==> src/rtl/conv_ctrl_pkg.sv <==
// Shared definitions for the conv layer controller: FSM state encoding and
// the width of the weight address bus.
package conv_ctrl_pkg;

  localparam int ADDR_WIDTH = 32;

  typedef enum logic [1:0] {
    ST_IDLE = 2'd0,
    ST_LOAD = 2'd1,
    ST_RUN  = 2'd2,
    ST_DONE = 2'd3
  } state_t;

endpackage

==> src/rtl/conv_ctrl_watchdog.sv <==
// Stall watchdog for the RUN phase: flags a timeout after TIMEOUT_CYCLES
// consecutive active cycles without a kick.
module conv_ctrl_watchdog #(
  parameter int TIMEOUT_CYCLES = 65535
) (
  input  logic clk,
  input  logic rst_n,
  input  logic clear,
  input  logic active,
  input  logic kick,
  output logic timeout
);

  localparam int CNT_WIDTH = $clog2(TIMEOUT_CYCLES + 1);
  localparam logic [CNT_WIDTH-1:0] LAST_CNT = CNT_WIDTH'(TIMEOUT_CYCLES - 1);

  logic [CNT_WIDTH-1:0] cnt_reg;

  // The timeout fires during the Nth quiet cycle, so the FSM leaves RUN at its end.
  assign timeout = active && !kick && (cnt_reg == LAST_CNT);

  always_ff @(posedge clk or negedge rst_n) begin
    if (!rst_n) begin
      cnt_reg <= '0;
    end else if (clear || kick || !active) begin
      cnt_reg <= '0;
    end else begin
      cnt_reg <= cnt_reg + 1'b1;
    end
  end

endmodule

==> src/rtl/conv_ctrl.sv <==
// Conv layer controller: optional weight load from the host, then one frame run.
// Define CONV_CTRL_WATCHDOG_EN to enable the RUN stall watchdog and the error flag.
module conv_ctrl #(
  parameter int DATA_WIDTH       = 16,
  parameter int WEIGHT_BASE_ADDR = 23,
  parameter int WEIGHT_COUNT     = 224,
  parameter int OUT_PIXELS       = 7396,
  parameter int TIMEOUT_CYCLES   = 65535
) (
  input  logic                  clk,
  input  logic                  rst_n,
  input  logic                  start,
  input  logic                  load_weights,
  input  logic [DATA_WIDTH-1:0] host_data,
  input  logic                  host_valid,
  output logic                  host_ready,
  output logic [DATA_WIDTH-1:0] weight_data,
  output logic [31:0]           weight_addr,
  output logic                  weight_we,
  output logic                  in_en,
  input  logic                  conv_o_valid,
  output logic                  busy,
  output logic                  done,
  output logic                  error
);

  import conv_ctrl_pkg::*;

  localparam logic [ADDR_WIDTH-1:0] BASE_ADDR = ADDR_WIDTH'(WEIGHT_BASE_ADDR);
  localparam logic [ADDR_WIDTH-1:0] LAST_IDX  = ADDR_WIDTH'(WEIGHT_COUNT - 1);
  localparam logic [ADDR_WIDTH-1:0] LAST_PIX  = ADDR_WIDTH'(OUT_PIXELS - 1);

  state_t                  state_reg, state_next;
  logic                    weights_loaded_reg;
  logic [ADDR_WIDTH-1:0]   widx_reg;
  logic [ADDR_WIDTH-1:0]   pix_cnt_reg;
  logic                    weight_we_reg;
  logic [ADDR_WIDTH-1:0]   weight_addr_reg;
  logic [DATA_WIDTH-1:0]   weight_data_reg;

  logic start_acc, beat_acc, last_beat, pix_hit, last_pix;
  logic enter_load, enter_run, timeout;

  assign start_acc = (state_reg == ST_IDLE) && start;
  assign beat_acc  = (state_reg == ST_LOAD) && host_valid;
  assign last_beat = beat_acc && (widx_reg == LAST_IDX);
  assign pix_hit   = (state_reg == ST_RUN) && conv_o_valid;
  assign last_pix  = pix_hit && (pix_cnt_reg == LAST_PIX);

  assign enter_load = (state_reg != ST_LOAD) && (state_next == ST_LOAD);
  assign enter_run  = (state_reg != ST_RUN)  && (state_next == ST_RUN);

  always_ff @(posedge clk or negedge rst_n) begin
    if (!rst_n) begin
      state_reg <= ST_IDLE;
    end else begin
      state_reg <= state_next;
    end
  end

  always_comb begin
    state_next = state_reg;
    case (state_reg)
      ST_IDLE: begin
        if (start) begin
          state_next = (load_weights || !weights_loaded_reg) ? ST_LOAD : ST_RUN;
        end
      end
      ST_LOAD: begin
        if (last_beat) state_next = ST_RUN;
      end
      ST_RUN: begin
        if (last_pix)     state_next = ST_DONE;
        else if (timeout) state_next = ST_IDLE;
      end
      ST_DONE: state_next = ST_IDLE;
      default: state_next = ST_IDLE;
    endcase
  end

  // Weight write port is registered so each write lands one cycle after its beat.
  always_ff @(posedge clk or negedge rst_n) begin
    if (!rst_n) begin
      weights_loaded_reg <= 1'b0;
      widx_reg           <= '0;
      weight_we_reg      <= 1'b0;
      weight_addr_reg    <= '0;
      weight_data_reg    <= '0;
    end else begin
      weight_we_reg <= beat_acc;
      if (beat_acc) begin
        weight_addr_reg <= BASE_ADDR + widx_reg;
        weight_data_reg <= host_data;
      end
      if (enter_load) begin
        widx_reg <= '0;
      end else if (beat_acc) begin
        widx_reg <= widx_reg + 1'b1;
      end
      if (last_beat) weights_loaded_reg <= 1'b1;
    end
  end

  always_ff @(posedge clk or negedge rst_n) begin
    if (!rst_n) begin
      pix_cnt_reg <= '0;
    end else if (enter_run) begin
      pix_cnt_reg <= '0;
    end else if (pix_hit) begin
      pix_cnt_reg <= pix_cnt_reg + 1'b1;
    end
  end

`ifdef CONV_CTRL_WATCHDOG_EN
  logic error_reg;

  conv_ctrl_watchdog #(
    .TIMEOUT_CYCLES(TIMEOUT_CYCLES)
  ) u_watchdog (
    .clk    (clk),
    .rst_n  (rst_n),
    .clear  (enter_run),
    .active (state_reg == ST_RUN),
    .kick   (conv_o_valid),
    .timeout(timeout)
  );

  // Sticky until the host acknowledges by issuing the next start.
  always_ff @(posedge clk or negedge rst_n) begin
    if (!rst_n) begin
      error_reg <= 1'b0;
    end else if (start_acc) begin
      error_reg <= 1'b0;
    end else if (timeout) begin
      error_reg <= 1'b1;
    end
  end

  assign error = error_reg;
`else
  assign timeout = 1'b0;
  assign error   = 1'b0;
`endif

  assign host_ready  = (state_reg == ST_LOAD);
  assign in_en       = (state_reg == ST_RUN);
  assign busy        = (state_reg != ST_IDLE);
  assign done        = (state_reg == ST_DONE);
  assign weight_we   = weight_we_reg;
  assign weight_addr = weight_addr_reg;
  assign weight_data = weight_data_reg;

endmodule

==> config.mk <==
export PLATFORM = sky130hd
export DESIGN_NAME = conv_ctrl
export DESIGN_NICKNAME = d
export VERILOG_FILES = /design/src/rtl/conv_ctrl_pkg.sv /design/src/rtl/conv_ctrl_watchdog.sv /design/src/rtl/conv_ctrl.sv
export SDC_FILE = /design/constraint.sdc
export NUM_CORES = 1
export LEC_CHECK = 0
export ABC_CLOCK_PERIOD_IN_PS = 2420
export CAP_MARGIN = 0
export CORE_UTILIZATION = 56
export CTS_CLUSTER_SIZE = 24
export DETAILED_ROUTE_END_ITERATION = 8
export MAX_ROUTING_LAYER = met4
export PLACE_DENSITY = 0.81
export REMOVE_ABC_BUFFERS = 1
export SYNTH_ARGS = -nofsm -noshare
export SYNTH_HDL_FRONTEND = slang
export SYNTH_HIERARCHICAL = 1
export SYNTH_SLANG_ARGS = --single-unit
==> constraint.sdc <==
create_clock -name clk -period 2.42 [get_ports clk]
set_clock_uncertainty 0.15 [all_clocks]
set_input_delay 0.726 -clock clk [delete_from_list [all_inputs] [get_ports clk]]
set_output_delay 0.726 -clock clk [all_outputs]
set_load 0.01 [all_outputs]
==> flow_summary.ini <==
[clock_tree]
clkSlewWorstSetupHoldPaths_ns = 0.06
cts_tree = built
clock_sinks = 116
clk_path_buf_depth = 2
cts_root_buf = clkbuf_8
htreeDepth = 4
cts_buffers = 17
insertion_delay_ns = 0.52

[global_routing]
grt_max_degree = 53
antenna_found_initial = 0
grt_pass1_wl_mm = 24.7
grt_pass1_vias = 5224
grt_usage_pct = 29.6
grt.overflow.total = 0

[setup_path]
start_kind = register
r2r_end = widx_reg[24]$_DFFE_PN0P_
crit_path_max_fanout = 9
arrival_ns = 2.63
r2r_slack_ns = 0.04
r2r_cells = 8
worstSetupStartpoint = state_reg[1]$_DFF_PN0_
cp.required_ns = 2.67
worst_setup_path_end_kind = register
setup.worst_path.class = register to register
crit_end = widx_reg[24]$_DFFE_PN0P_
r2r-start = state_reg[1]$_DFF_PN0_

[yosys]
synth_cells = 659
synthTopCellsByArea = dfrtp_1, xnor2_1, nand2_1, nor2_1, xor2_1
postSynthAreaPerCell_um2 = 9.03
ys_seq_area_share_pct = 48.8
ys.flop_type = dfrtp_1
ys_warn_count = 6
async_flop_share_pct = 100
synthesis.area_mm2 = 0.00595
synth_top_cell_by_area = dfrtp_1
synth_top_area_share_pct = 48.8
ys_seq_elements = 116
ys_types = 51
synth-edff-count = 0

[timing]
tightest_slew_ns = 0.541
finalHoldViolCount = 0
drv_slew = 0
fin_crit_ns = 2.38
finalSetupTns_ns = 0
post-route-period-util_pct = 98.4
fmax_ghz = 0.420
hold_ws_ns = 0.00797
max_slew_margin_pct = 63.6
setup_viol = 0

[route]
drt_wl_total_mm = 14.8
drc = 0
drtAntennaViolNets = 0
via_per_inst = 5.70
num_vias = 5186
first_iter_violations = 359
wl_per_cell_um = 16.3
firstDrtPassIters = 4

[die]
start_util_pct = 57.6
die_w_um = 105
dieArea_mm2 = 0.0110
core-area_mm2 = 0.0103
die_h_um = 105
row_count = 37
ios = 76

[worst_hold_path]
hp-class = input pin to asynchronous set/reset pin

[final_layout]
layout_common_cells = dfrtp_1, nand2_1, nor2_1, clkdlybuf4s50_1
antenna_cells = 0
area_growth_pct = 30.5
fill_cells = 699
finalNetCount = 787
final_common_cell = dfrtp_1
fin_util_pct = 75.2
drive_gt1_share_pct = 13.8

[power]
leakage_nw = 3.36
power_density_mw_per_mm2 = 711
ir_drop_mv = 0.406

[placement]
dp_hpwl_mm = 10.3
gp_congestion = 0.939
port_buffers = 74

[job]
cap_violations = 0

[status]
status = finished, final reports clean
[kinds of logic (layout without fill, tap and decap cells)]
| family | Yosys count | in the layout | share of synthesized area (%) |
|---|---|---|---|
| flip-flops | 116 | 116 | 48.8 |
| XOR/XNOR | 80 | 80 | 11.8 |
| multiplexers | 1 | 1 | 0.168 |
| other | 1 | 1 | 0.0630 |
| buffers and inverters | 58 | 173 | 4.10 |
| AND/OR/NAND/NOR | 345 | 345 | 29.2 |
| AO/OA/AOI/OAI | 55 | 55 | 5.30 |
| adder cells (fa/ha/maj) | 3 | 3 | 0.631 |
[cell usage after synthesis (all sizes together), types with 3 or more instances]
cell      n
dfrtp   116
nand2   111
nor2     77
xnor2    52
nor4     38
o21ai    32
nand3    28
xor2     28
clkbuf   26
nand4    26
buf      19
nor3     13
inv      12
a21oi     9
and3      8
or4       8
and4      5
or2       5
or3       5
nand2b    4
o31ai     4
a31oi     3
and2      3
ha        3
nor2b     3
[what timing repair did]
action | CTS | global route
endpoints found under the setup margin | 4 | 5
hold buffers | 0 | 0
setup buffers | 5 | 0
resized for setup | 7 | 7
pin swaps | 0 | 0
[where the power goes]
part / switching (mW) / internal [mW] / leakage (nW) / total [mW]
logic: 0.392 / 0.380 / 1.50 / 0.772
registers: 0.112 / 2.06 / 1.56 / 2.17
clock network: 0.843 / 1.74 / 0.307 / 2.58
total: 1.35 / 4.18 / 3.36 / 5.52
[metrics by stage]
step / setup WS (ns) / std cells / power, mW / cell area [µm²]
floorplan: -0.815 / 614 / 2.52 / 5760
global placement: -0.352 / 874 / 2.94 / 7090
detailed placement: -0.395 / 874 / 2.97 / 7090
CTS: 0.00250 / 910 / 5.56 / 7740
global route: -0.0210 / 910 / 5.74 / 7770
finish: 0.0388 / 910 / 5.52 / 7770
[final cells by class]
| class | instances | area [µm²] | share of cell area [%] |
|---|---|---|---|
| clock buffer | 21 | 459 | 5.91 |
| timing repair buffer | 129 | 1190 | 15.4 |
| tap | 136 | 170 | 2.19 |
| clock inverter | 10 | 154 | 1.98 |
| sequential | 116 | 2910 | 37.4 |
| inverter | 13 | 48.8 | 0.628 |
| multi-input combinational | 485 | 2840 | 36.5 |
[how the worst min path moves through the flow]
stage,slack (ns),to,from
CTS,0.001,weight_addr[12]$_DFFE_PN0P_,rst_n
finish,0.008,weight_addr[14]$_DFFE_PN0P_,rst_n
detailed placement,0.31,weight_data[1]$_DFFE_PN0P_,weight_data[1]$_DFFE_PN0P_
global placement,0.31,weight_data[0]$_DFFE_PN0P_,weight_data[0]$_DFFE_PN0P_
floorplan,0.28,pix_cnt_reg[0]$_DFFE_PN0P_,rst_n
global route,0.03,weight_addr[9]$_DFFE_PN0P_,rst_n
[critical path, stage by stage (launching register included)]
cell and delay (ns):
dfrtp_2 0.43, buf_4 0.15, buf_4 0.14, nand4b_1 0.20
or4_1 0.49, buf_4 0.20, nor4_2 0.28, xnor2_1 0.17
nor2_1 0.06
[routing by layer]
metal | vias to the layer above | wire (µm) | track usage, %
met5 | - | 0 | -
met4 | 0 | 376 | 13.5
met3 | 43 | 687 | 5.43
met2 | 164 | 7780 | 50.7
met1 | 2530 | 5990 | 33.7
li1 | 2449 | - | -
(Power assumes the default switching activity.)
